==> config.mk <==
export PLATFORM = sky130hd
export DESIGN_NAME = switch_input_conditioner
export DESIGN_NICKNAME = d
export VERILOG_FILES = /design/src/rtl/switch_input_conditioner.sv
export SDC_FILE = /design/constraint.sdc
export NUM_CORES = 1
export LEC_CHECK = 0
export BUFFER_PORTS_ARGS = -buffer_cell sky130_fd_sc_hd__clkbuf_2
export CORE_MARGIN = 4
export CORE_UTILIZATION = 39
export DETAILED_ROUTE_END_ITERATION = 10
export SLEW_MARGIN = 20
export SYNTH_ARGS = -nofsm -noshare
export SYNTH_HDL_FRONTEND = slang
export SYNTH_SLANG_ARGS = --single-unit
==> constraint.sdc <==
create_clock -name clk -period 2.17 [get_ports clk]
set_clock_uncertainty 0.15 [all_clocks]
set_input_delay 0.217 -clock clk [delete_from_list [all_inputs] [get_ports clk]]
set_output_delay 0.217 -clock clk [all_outputs]
set_load 0.01 [all_outputs]
==> src/rtl/switch_input_conditioner.sv <==
// switch_input_conditioner
//
// Conditions raw DIP-switch and pushbutton pins into clean signals for the top
// level. Every pin passes through a 2-flop synchroniser. The switch vector is
// debounced as one unit, so a change on any bit restarts the settle time for
// the whole vector. The active-low pushbutton is debounced the same way and
// then decoded into short and long press pulses.
//
// Parameters:
//   WIDTH        number of switch bits
//   DB_CYCLES    clk cycles an input must hold unchanged before it is committed
//   LONG_CYCLES  clk cycles a press must be held before it counts as long
//
// Ports:
//   clk          system clock
//   rstn         synchronous, active-low reset
//   sw_raw       asynchronous switch pins, 1 = switch on
//   btn_n        asynchronous pushbutton pin, 0 = pressed
//   sw_stable    debounced switch vector
//   sw_valid     high once sw_stable holds a committed value
//   sw_changed   1-cycle pulse when sw_stable takes a new value after the first commit
//   btn_level    debounced button state, 1 = pressed
//   short_press  1-cycle pulse on release of a short press
//   long_press   1-cycle pulse when a hold reaches LONG_CYCLES
//
// Build option:
//   BTN_LONGPRESS_EN  when defined, the press FSM has a hold counter and a HELD
//                     state and can emit long_press. When undefined, every
//                     release emits short_press and long_press is tied to 0.

module switch_input_conditioner #(
  parameter int WIDTH       = 4,
  parameter int DB_CYCLES   = 120000,
  parameter int LONG_CYCLES = 12000000
) (
  input  logic             clk,
  input  logic             rstn,
  input  logic [WIDTH-1:0] sw_raw,
  input  logic             btn_n,
  output logic [WIDTH-1:0] sw_stable,
  output logic             sw_valid,
  output logic             sw_changed,
  output logic             btn_level,
  output logic             short_press,
  output logic             long_press
);

  localparam int DB_W = (DB_CYCLES > 1) ? $clog2(DB_CYCLES) : 1;
  localparam logic [DB_W-1:0] DB_MAX = DB_W'(DB_CYCLES - 1);

`ifdef BTN_LONGPRESS_EN
  typedef enum logic [1:0] {
    IDLE    = 2'd0,
    PRESSED = 2'd1,
    HELD    = 2'd2
  } press_state_t;

  localparam int HOLD_W = (LONG_CYCLES > 1) ? $clog2(LONG_CYCLES) : 1;
  localparam logic [HOLD_W-1:0] HOLD_MAX = HOLD_W'(LONG_CYCLES - 1);

  logic [HOLD_W-1:0] hold_cnt_q, hold_cnt_d;
  logic              long_press_q, long_press_d;
`else
  typedef enum logic {
    IDLE    = 1'b0,
    PRESSED = 1'b1
  } press_state_t;
`endif

  // Synchronisers
  logic [WIDTH-1:0] sw_s1_q, sw_s1_d;
  logic [WIDTH-1:0] sw_s2_q, sw_s2_d;
  logic             btn_s1_q, btn_s1_d;
  logic             btn_s2_q, btn_s2_d;

  // Switch debounce
  logic [WIDTH-1:0] sw_cand_q, sw_cand_d;
  logic [DB_W-1:0]  sw_cnt_q, sw_cnt_d;
  logic [WIDTH-1:0] sw_stable_q, sw_stable_d;
  logic             sw_valid_q, sw_valid_d;
  logic             sw_changed_q, sw_changed_d;

  // Button debounce, candidate kept in pin polarity (1 = released)
  logic             btn_cand_q, btn_cand_d;
  logic [DB_W-1:0]  btn_cnt_q, btn_cnt_d;
  logic             btn_level_q, btn_level_d;

  // Press decoder
  press_state_t     state_q, state_d;
  logic             short_press_q, short_press_d;

  always_comb begin
    sw_s1_d  = sw_raw;
    sw_s2_d  = sw_s1_q;
    btn_s1_d = btn_n;
    btn_s2_d = btn_s1_q;
  end

  // The commit decision looks at the candidate and count as they stand this
  // cycle, so sw_stable follows cand one edge after the count saturates.
  // sw_changed is suppressed on the first commit after reset, which only
  // raises sw_valid.
  always_comb begin
    sw_cand_d    = sw_cand_q;
    sw_cnt_d     = sw_cnt_q;
    sw_stable_d  = sw_stable_q;
    sw_valid_d   = sw_valid_q;
    sw_changed_d = 1'b0;

    if (sw_s2_q != sw_cand_q) begin
      sw_cand_d = sw_s2_q;
      sw_cnt_d  = '0;
    end else if (sw_cnt_q != DB_MAX) begin
      sw_cnt_d = sw_cnt_q + 1'b1;
    end

    if ((sw_cnt_q == DB_MAX) && (!sw_valid_q || (sw_cand_q != sw_stable_q))) begin
      sw_stable_d  = sw_cand_q;
      sw_valid_d   = 1'b1;
      sw_changed_d = sw_valid_q;
    end
  end

  // Button level is the inverse of the candidate; a commit is needed only
  // when the level disagrees with the settled pin value.
  always_comb begin
    btn_cand_d  = btn_cand_q;
    btn_cnt_d   = btn_cnt_q;
    btn_level_d = btn_level_q;

    if (btn_s2_q != btn_cand_q) begin
      btn_cand_d = btn_s2_q;
      btn_cnt_d  = '0;
    end else if (btn_cnt_q != DB_MAX) begin
      btn_cnt_d = btn_cnt_q + 1'b1;
    end

    if ((btn_cnt_q == DB_MAX) && (btn_level_q == btn_cand_q)) begin
      btn_level_d = ~btn_cand_q;
    end
  end

  // Release is tested before the long threshold so a release on the same
  // cycle as the threshold produces only short_press.
  always_comb begin
    state_d       = state_q;
    short_press_d = 1'b0;
`ifdef BTN_LONGPRESS_EN
    hold_cnt_d    = hold_cnt_q;
    long_press_d  = 1'b0;
`endif

    case (state_q)
      IDLE: begin
        if (btn_level_q) begin
          state_d = PRESSED;
`ifdef BTN_LONGPRESS_EN
          hold_cnt_d = '0;
`endif
        end
      end
      PRESSED: begin
        if (!btn_level_q) begin
          state_d       = IDLE;
          short_press_d = 1'b1;
        end
`ifdef BTN_LONGPRESS_EN
        else if (hold_cnt_q == HOLD_MAX) begin
          state_d      = HELD;
          long_press_d = 1'b1;
        end else begin
          hold_cnt_d = hold_cnt_q + 1'b1;
        end
`endif
      end
`ifdef BTN_LONGPRESS_EN
      HELD: begin
        if (!btn_level_q) begin
          state_d = IDLE;
        end
      end
`endif
      default: state_d = IDLE;
    endcase
  end

  always_ff @(posedge clk) begin
    if (!rstn) begin
      sw_s1_q       <= '0;
      sw_s2_q       <= '0;
      btn_s1_q      <= 1'b1;
      btn_s2_q      <= 1'b1;
      sw_cand_q     <= '0;
      sw_cnt_q      <= '0;
      sw_stable_q   <= '0;
      sw_valid_q    <= 1'b0;
      sw_changed_q  <= 1'b0;
      btn_cand_q    <= 1'b1;
      btn_cnt_q     <= '0;
      btn_level_q   <= 1'b0;
      state_q       <= IDLE;
      short_press_q <= 1'b0;
`ifdef BTN_LONGPRESS_EN
      hold_cnt_q    <= '0;
      long_press_q  <= 1'b0;
`endif
    end else begin
      sw_s1_q       <= sw_s1_d;
      sw_s2_q       <= sw_s2_d;
      btn_s1_q      <= btn_s1_d;
      btn_s2_q      <= btn_s2_d;
      sw_cand_q     <= sw_cand_d;
      sw_cnt_q      <= sw_cnt_d;
      sw_stable_q   <= sw_stable_d;
      sw_valid_q    <= sw_valid_d;
      sw_changed_q  <= sw_changed_d;
      btn_cand_q    <= btn_cand_d;
      btn_cnt_q     <= btn_cnt_d;
      btn_level_q   <= btn_level_d;
      state_q       <= state_d;
      short_press_q <= short_press_d;
`ifdef BTN_LONGPRESS_EN
      hold_cnt_q    <= hold_cnt_d;
      long_press_q  <= long_press_d;
`endif
    end
  end

  assign sw_stable   = sw_stable_q;
  assign sw_valid    = sw_valid_q;
  assign sw_changed  = sw_changed_q;
  assign btn_level   = btn_level_q;
  assign short_press = short_press_q;
`ifdef BTN_LONGPRESS_EN
  assign long_press  = long_press_q;
`else
  assign long_press  = 1'b0;
`endif

endmodule

==> flow_summary_export.csv, run 1 <==
group,metric,value,unit
clock_network,worst_skew_pair.late_latency,0.33,ns
cells_and_area,fin_cells,371,
timing,setup_tns,0,ns
power_and_ir_drop,power.density,791,nW/um2
synthesis,yosysMostFrequentCell,"dfxtp_1",
detailed_routing,ant_nets,0,
floorplan,fp.dieH,86.6,um
synthesis,async_flop_share,0,
global_routing,grt_pass1_wl,8250,um
cells_and_area,area_growth,19.8,%
synthesis,synth_area_leaders,"dfxtp_1 48%, xnor2_1 8.0%, nor2_1 4.7%",
detailed_routing,post_drt_wl_per_cell,11.7,um
placed_design,port_buffers,14,
clock_network,clock_path_buffers,2,
hold_path,hold_class,"in -> reg",
clock_network,root_buffer,"clkbuf_8",
clock_network,h-tree-depth,3,
clock_network,clk_transition_reported_paths,0.07,ns
synthesis,yosysWarningCount,0,
setup_path,critPathKind,"reg -> reg",
setup_path,cp_cell_sequence,"nand4_4, or3_4, or4_1, a21oi_1",
synthesis,synth_seq_cells,58,
global_routing,antenna_found_initial,0,
detailed_routing,vias,1832,
cells_and_area,drive_gt1_frac,0.152,
power_and_ir_drop,p_leak,1.01,nW
timing,drv_slew,0,
detailed_routing,via_per_inst,4.94,
setup_path,cp-start-kind,"flop",
synthesis,synth_edf_count,0,
setup_path,end_kind,"flop",
cells_and_area,multi_input_area,1190,um2
setup_path,path_delay_family,"simple AND/OR/NAND/NOR gates",
cells_and_area,fin_util,0.485,
clock_network,clock-sinks,58,
cells_and_area,regArea,1160,um2
setup_path,critPathArrivalTime,2.03,ns
power_and_ir_drop,total_power,2.28,mW
floorplan,start_util,0.405,
synthesis,yosysSeqAreaShare,0.481,
synthesis,syn_area,2410,um2
floorplan,rows,28,
global_routing,grt_usage,0.138,
detailed_routing,drt_pass1_iterations,4,
synthesis,synthCells,258,
placed_design,hpwl,3040,um
setup_path,cp.required,2.28,ns
power_and_ir_drop,vdd_drop_max,0.000457,V
floorplan,core_area,5960,um2
cells_and_area,fin_nets,300,
global_routing,overflow,0,
synthesis,syn_nets,267,
timing,hold_viol,0,
cells_and_area,design_area,2890,um2
setup_path,cp_max_fo,7,
floorplan,io-pin-count,16,
global_routing,grt_pass1_vias,1863,
detailed_routing,dr.first_iter.drc_count,72,
detailed_routing,routed_wl,4350,um
global_routing,grt_max_degree,16,
floorplan,die_area,7510,um2
detailed_routing,drc,0,
cells_and_area,num-fill-cells,562,
timing,min_period,1.93,ns
synthesis,synth_area_leader_cell,"dfxtp_1",
synthesis,yosys.area.top_type_share,0.481,
floorplan,chipWidth,86.6,um
clock_network,numCtsBuffers,9,
synthesis,ys_top_cells_by_count,"58 x dfxtp_1, 30 x nor2_1, 22 x xnor2_1",
timing,period_share,0.887,
placed_design,gp_congestion,0.754,
synthesis,synth.distinct_cells,42,
synthesis,synth.avg_cell_area,9.35,um2
setup_path,slowest_delay,0.48,ns
clock_network,cts_tree,"yes",
setup_path,r2r_slack,0.24,ns
run_status,run_status,"finished, final reports clean",
cells_and_area,num_antenna_cells,0,
flow_run,cap_violations,0,
synthesis,synth_flop_cell,"dfxtp_1",
placed_design,dp_cells,350,
timing,final-setup-viol-count,0,
setup_path,critPathSlowestCell,"or4_1",
setup_path,crit_buf_inv,0,
timing,fmax,0.519,GHz
placed_design,place_area,2610,um2
timing,rsz0062_at_grt,"no",
cell usage in the layout (no fill, tap or decap), types with 5 or more instances in the layout:
cell type	count
nand3_1	9
nor3_1	11
xnor2_1	22
dlygate4sd3_1	5
clkbuf_2	14
mux2i_1	6
buf_4	9
dfxtp_1	58
nor2_1	30
nand4_1	10
nor4_1	7
a21oi_1	10
o31ai_1	5
clkbuf_8	9
and2_1	13
inv_1	8
nand2_1	17
xor2_1	5
registers in the layout (all words and copies together), names as in the netlist:
register,count
btn_cand_q,1
btn_cnt_q,17
btn_level,1
btn_s1_q,1
btn_s2_q,1
short_press,1
state_q,1
sw_cand_q,4
sw_changed,1
sw_cnt_q,17
sw_s1_q,4
sw_s2_q,4
sw_stable,4
sw_valid,1
layer usage:
metal  routed length [um]  track usage  vias to the layer above
li1                     -            -                      971
met1                 2110        0.169                      832
met2                 2060        0.221                       27
met3                  142       0.0523                        2
met4                   32       0.0524                        0
met5                    0            0                        -
worst register-to-register path: cells and delay by family, from the launching register on:
family	cells	cell delay (ns)
AOI/OAI and AO/OA	1	0.16
DFF	1	0.44
and+or+nand+nor	3	1.10
final timing paths:
kind	endpoint	cells after the start	from
hold reg to reg	btn_s2_q	1	btn_s1_q
setup reg to reg	sw_cnt_q[16]	4	sw_cnt_q[3]
hold / removal	short_press	3	rstn
setup / recovery	sw_cnt_q[16]	4	sw_cnt_q[3]
layout make-up:
type | count | share of cell area
tap | 75 | 0.0325
timing repair buffer | 28 | 0.0650
inverter | 8 | 0.0104
clock inverter | 7 | 0.0351
clock buffer | 9 | 0.0429
sequential | 58 | 0.402
multi-input combinational | 186 | 0.412
power breakdown:
part | switching, mW | internal, mW | leakage [nW]
logic | 0.0415 | 0.0358 | 0.432
registers | 0.0143 | 1.08 | 0.471
clock network | 0.454 | 0.656 | 0.106
total | 0.510 | 1.77 | 1.01
cells by family after synthesis:
logic type / Yosys count / synth area share
AOI/OAI and AO/OA: 27 / 0.0690
xor gates and xnor gates: 27 / 0.0980
adders and majority gates: 2 / 0.0104
buffers and inverters: 14 / 0.0249
DFF: 58 / 0.481
muxes: 7 / 0.0296
other: 1 / 0.00155
and+or+nand+nor: 122 / 0.285
per-stage QoR:
stage                     worst slack (ns)  hold slack (ns)
after global routing                 0.127           0.0721
after global placement               0.333            0.238
after floorplan                      0.276            0.168
final                                0.244           0.0516
after detailed placement             0.275            0.251
after CTS                            0.246           0.0296
what timing repair did:
action,CTS,global route
endpoints found under the hold margin,5,0
hold buffers,5,0
buffers inserted,0,0
resized for setup,0,0
Power figures use the tool's default switching activity.
==> run 2, diff against run 1 <==
HOLD_SLACK_MARGIN = 0.12   (was unset)
MAX_ROUTING_LAYER = met4   (was unset)
SLEW_MARGIN = 0   (was 20)
==> flow_summary_export.csv, run 2 (synthesis results as in run 1) <==
group,metric,value,unit
run_status,run_status,"finished, final reports clean",
floorplan,fp.dieH,86.6,um
timing,min_period,1.94,ns
flow_run,cap_violations,0,
power_and_ir_drop,vdd_drop_max,0.000458,V
floorplan,io-pin-count,16,
timing,hold_viol,0,
floorplan,start_util,0.405,
setup_path,crit_buf_inv,0,
placed_design,port_buffers,14,
setup_path,cp-start-kind,"flop",
clock_network,clock_path_buffers,2,
clock_network,ctsHoldBuffers,6,
timing,worst_hold_slack,0.264,ns
cells_and_area,reg_top3,"btn_cnt_q: 17 flops, sw_cnt_q: 17 flops",
detailed_routing,routed_wl,4380,um
clock_network,clk_transition_reported_paths,0.07,ns
setup_path,cp.required,2.28,ns
detailed_routing,post_drt_wl_per_cell,11.8,um
power_and_ir_drop,power.density,789,nW/um2
clock_network,root_buffer,"clkbuf_8",
floorplan,rows,28,
cells_and_area,num-fill-cells,561,
cells_and_area,area_growth,20.2,%
clock_network,worst_skew_pair.late_latency,0.33,ns
detailed_routing,drt_pass1_iterations,4,
cells_and_area,regArea,1160,um2
floorplan,core_area,5960,um2
timing,fmax,0.517,GHz
global_routing,grt_usage,0.143,
global_routing,grt_pass1_wl,8270,um
setup_path,cp_max_fo,7,
setup_path,critPathSlowestCell,"or4_1",
clock_network,h-tree-depth,3,
floorplan,die_area,7510,um2
setup_path,critPathArrivalTime,2.04,ns
detailed_routing,via_per_inst,4.92,
cells_and_area,multi_input_area,1190,um2
global_routing,overflow,0,
global_routing,grt_pass1_vias,1861,
timing,final-setup-viol-count,0,
detailed_routing,dr.first_iter.drc_count,74,
timing,setup_tns,0,ns
global_routing,grt_max_degree,16,
power_and_ir_drop,p_leak,1.01,nW
setup_path,end_kind,"flop",
cells_and_area,drive_gt1_frac,0.152,
cells_and_area,fin_cells,372,
cells_and_area,num_antenna_cells,0,
setup_path,slowest_delay,0.48,ns
detailed_routing,drc,0,
clock_network,cts_tree,"yes",
floorplan,chipWidth,86.6,um
setup_path,critPathKind,"reg -> reg",
timing,drv_slew,0,
clock_network,cts_resized,0,
cells_and_area,final_common_cell,"dfxtp_1",
cells_and_area,design_area,2900,um2
setup_path,cp_cell_sequence,"nand4_4, or3_4, or4_1, a21oi_1",
power_and_ir_drop,total_power,2.29,mW
placed_design,place_area,2610,um2
clock_network,numCtsBuffers,9,
hold_path,hold_class,"reg -> reg",
detailed_routing,ant_nets,0,
timing,rsz0062_at_grt,"no",
global_routing,antenna_found_initial,0,
cells_and_area,fin_nets,301,
clock_network,postCtsSetupBuffers,0,
setup_path,path_delay_family,"simple AND/OR/NAND/NOR gates",
timing,period_share,0.892,
placed_design,dp_cells,350,
clock_network,clock-sinks,58,
placed_design,hpwl,3040,um
detailed_routing,vias,1831,
cells_and_area,final_cell_mix,"58 x dfxtp_1, 30 x nor2_1, 22 x xnor2_1, 17 x nand2_1, 14 x clkbuf_2",
placed_design,gp_congestion,0.764,
==> run 2: worst paths after layout <==
check | endpoint | slack, ns | cells past startpoint | startpoint
hold / removal | btn_s2_q | 0.26 | 1 | btn_s1_q
setup reg to reg | sw_cnt_q[16] | 0.23 | 4 | sw_cnt_q[3]
setup / recovery | sw_cnt_q[16] | 0.23 | 4 | sw_cnt_q[3]
hold reg to reg | btn_s2_q | 0.26 | 1 | btn_s1_q
==> run 2: cell type report <==
cell class	instances	share of cell area
multi-input cells	186	0.411
flip-flops and latches	58	0.401
repair buffers	29	0.0682
clock buffers	9	0.0427
clock inverters	7	0.0350
well taps	75	0.0324
inverters	8	0.0104
==> run 2: power breakdown <==
group	total, mW	switching (mW)	internal, mW
logic	0.0791	0.0421	0.0370
clock network	1.11	0.456	0.656
registers	1.10	0.0142	1.08
total	2.29	0.513	1.78
==> run 2: per-stage QoR <==
stage | worst slack (ns) | utilization
floorplan | 0.276 | -
global placement | 0.333 | 0.439
detailed placement | 0.275 | 0.439
CTS | 0.246 | 0.487
global route | 0.127 | 0.487
finish | 0.234 | 0.487
==> run 2: metal layers <==
metal	global-route usage	part of all wire
met1	0.169	0.48
met2	0.223	0.47
met3	0.0523	0.038
met4	0.0567	0.0075
met5	-	0
==> run 3, diff against run 2 <==
CORE_MARGIN = 3   (was 4)
clock period = 1.93 ns   (was 2.17 ns; I/O delays follow)
==> flow_summary_export.csv, run 3 (synthesis results as in run 1) <==
group,metric,value,unit
detailed_routing,routed_wl,4580,um
setup_path,reg2reg_from,"sw_cnt_q[6]",
setup_path,end_kind,"flop",
cells_and_area,reg_top3,"btn_cnt_q: 17 flops, sw_cnt_q: 17 flops",
detailed_routing,ant_nets,0,
setup_path,r2r_slack,0.04,ns
power_and_ir_drop,power.density,859,nW/um2
floorplan,io-pin-count,16,
setup_path,cp-start-kind,"flop",
detailed_routing,vias,1929,
power_and_ir_drop,total_power,2.57,mW
setup_path,cp_max_fo,7,
timing,period_share,0.979,
cells_and_area,fin_cells,382,
clock_network,clock_path_buffers,2,
global_routing,grt_pass1_vias,1863,
cells_and_area,final_common_cell,"dfxtp_1",
detailed_routing,drt_pass1_iterations,4,
cells_and_area,fin_nets,311,
clock_network,cts_tree,"yes",
clock_network,root_buffer,"clkbuf_8",
cells_and_area,fin_util,0.503,
timing,hold_viol,0,
setup_path,worstReg2RegEnd,"sw_cnt_q[1]",
clock_network,h-tree-depth,3,
setup_path,reg2regPathDepth,5,
power_and_ir_drop,vdd_drop_max,0.000561,V
cells_and_area,final_cell_mix,"56 x dfxtp_1, 30 x nor2_1, 22 x xnor2_1, 17 x nand2_1, 16 x buf_4",
setup_path,crit_start,"sw_cnt_q[6]",
timing,fin_ws,0.0400,ns
setup_path,cp.required,1.99,ns
cells_and_area,num_antenna_cells,0,
floorplan,core_area,5960,um2
clock_network,clock-sinks,58,
detailed_routing,dr.first_iter.drc_count,71,
cells_and_area,drive_gt1_frac,0.186,
setup_path,critPathArrivalTime,1.95,ns
detailed_routing,via_per_inst,5.05,
timing,worst_hold_slack,0.269,ns
detailed_routing,drc,0,
power_and_ir_drop,p_leak,1.08,nW
detailed_routing,post_drt_wl_per_cell,12.0,um
placed_design,dp_cells,358,
floorplan,fp.dieH,84.6,um
clock_network,clk_transition_reported_paths,0.07,ns
clock_network,worst_skew_pair.late_latency,0.34,ns
setup_path,critPathKind,"reg -> reg",
timing,min_period,1.89,ns
global_routing,overflow,0,
flow_run,cap_violations,0,
clock_network,postCtsSetupBuffers,0,
global_routing,grt_usage,0.145,
placed_design,gp_congestion,0.861,
global_routing,antenna_found_initial,0,
floorplan,start_util,0.405,
timing,fmax,0.529,GHz
global_routing,grt_max_degree,23,
floorplan,die_area,7160,um2
global_routing,grt_pass1_wl,8200,um
placed_design,place_ws,0.0654,ns
floorplan,chipWidth,84.6,um
setup_path,endpoint,"sw_cnt_q[1]",
hold_path,hold_class,"reg -> reg",
placed_design,hpwl,3080,um
run_status,run_status,"finished, final reports clean",
timing,final-setup-viol-count,0,
clock_network,numCtsBuffers,9,
floorplan,rows,28,
timing,drv_slew,0,
cells_and_area,area_growth,24.1,%
placed_design,port_buffers,14,
==> run 3: changes by cell type in the layout (fill, tap and decap cells not counted), moves of 2 or more <==
cell,delta
dfxtp_2,+2
buf_4,+7
clkinv_4,+2
dfxtp_1,-2
==> run 3: metrics by stage <==
step / area [um2] / setup TNS [ns]
after floorplan: 2410 / 0
after global placement: 2670 / 0
after detailed placement: 2670 / 0
after CTS: 2970 / 0
after global routing: 2990 / -0.00790
final: 2990 / 0
==> run 3: worst min path at each step <==
stage	slack [ns]	end	start	depth (start not counted)
2_1_floorplan	0.14	btn_s1_q	btn_n	1
3_3_place_gp	0.23	btn_s1_q	btn_n	2
3_5_place_dp	0.23	btn_s1_q	btn_n	2
4_1_cts	0.27	btn_s2_q	btn_s1_q	1
5_1_grt	0.29	btn_s2_q	btn_s1_q	1
6_report	0.27	btn_s2_q	btn_s1_q	1
==> run 3: final cells by class <==
class                   instances  area [um2]
flip-flops and latches         58        1160
clock inverters                 7         103
fillers                       583        2960
well taps                      75        93.8
clock buffers                   9         124
multi-input cells             186        1200
repair buffers                 39         277
inverters                       8        30.0
==> run 3: repair_timing <==
item	in CTS	in global routing
hold buffers	7	0
gates resized for setup	0	7
hold endpoints to repair	7	0
setup endpoints to repair	0	7
==> run 3: routing by layer <==
| layer | global-route usage | share of wire | wire length [um] |
|---|---|---|---|
| met5 | - | 0 | 0 |
| met2 | 0.220 | 0.46 | 2110 |
| met1 | 0.170 | 0.48 | 2210 |
| met3 | 0.0491 | 0.043 | 199 |
| met4 | 0.0734 | 0.012 | 56 |
==> run 3: critical path, cell delays in order, from the launching register on <==
cell and delay (ns):
dfxtp_1 0.32, or4b_4 0.56, nor4_4 0.30, buf_6 0.20, mux2i_1 0.19, nor2_1 0.05
==> run 3: where the power goes <==
| group | internal, mW | total, mW | switching [mW] |
|---|---|---|---|
| combinational | 0.0453 | 0.0957 | 0.0503 |
| sequential | 1.22 | 1.23 | 0.0146 |
| clock | 0.737 | 1.24 | 0.506 |
| total | 2.00 | 2.57 | 0.571 |
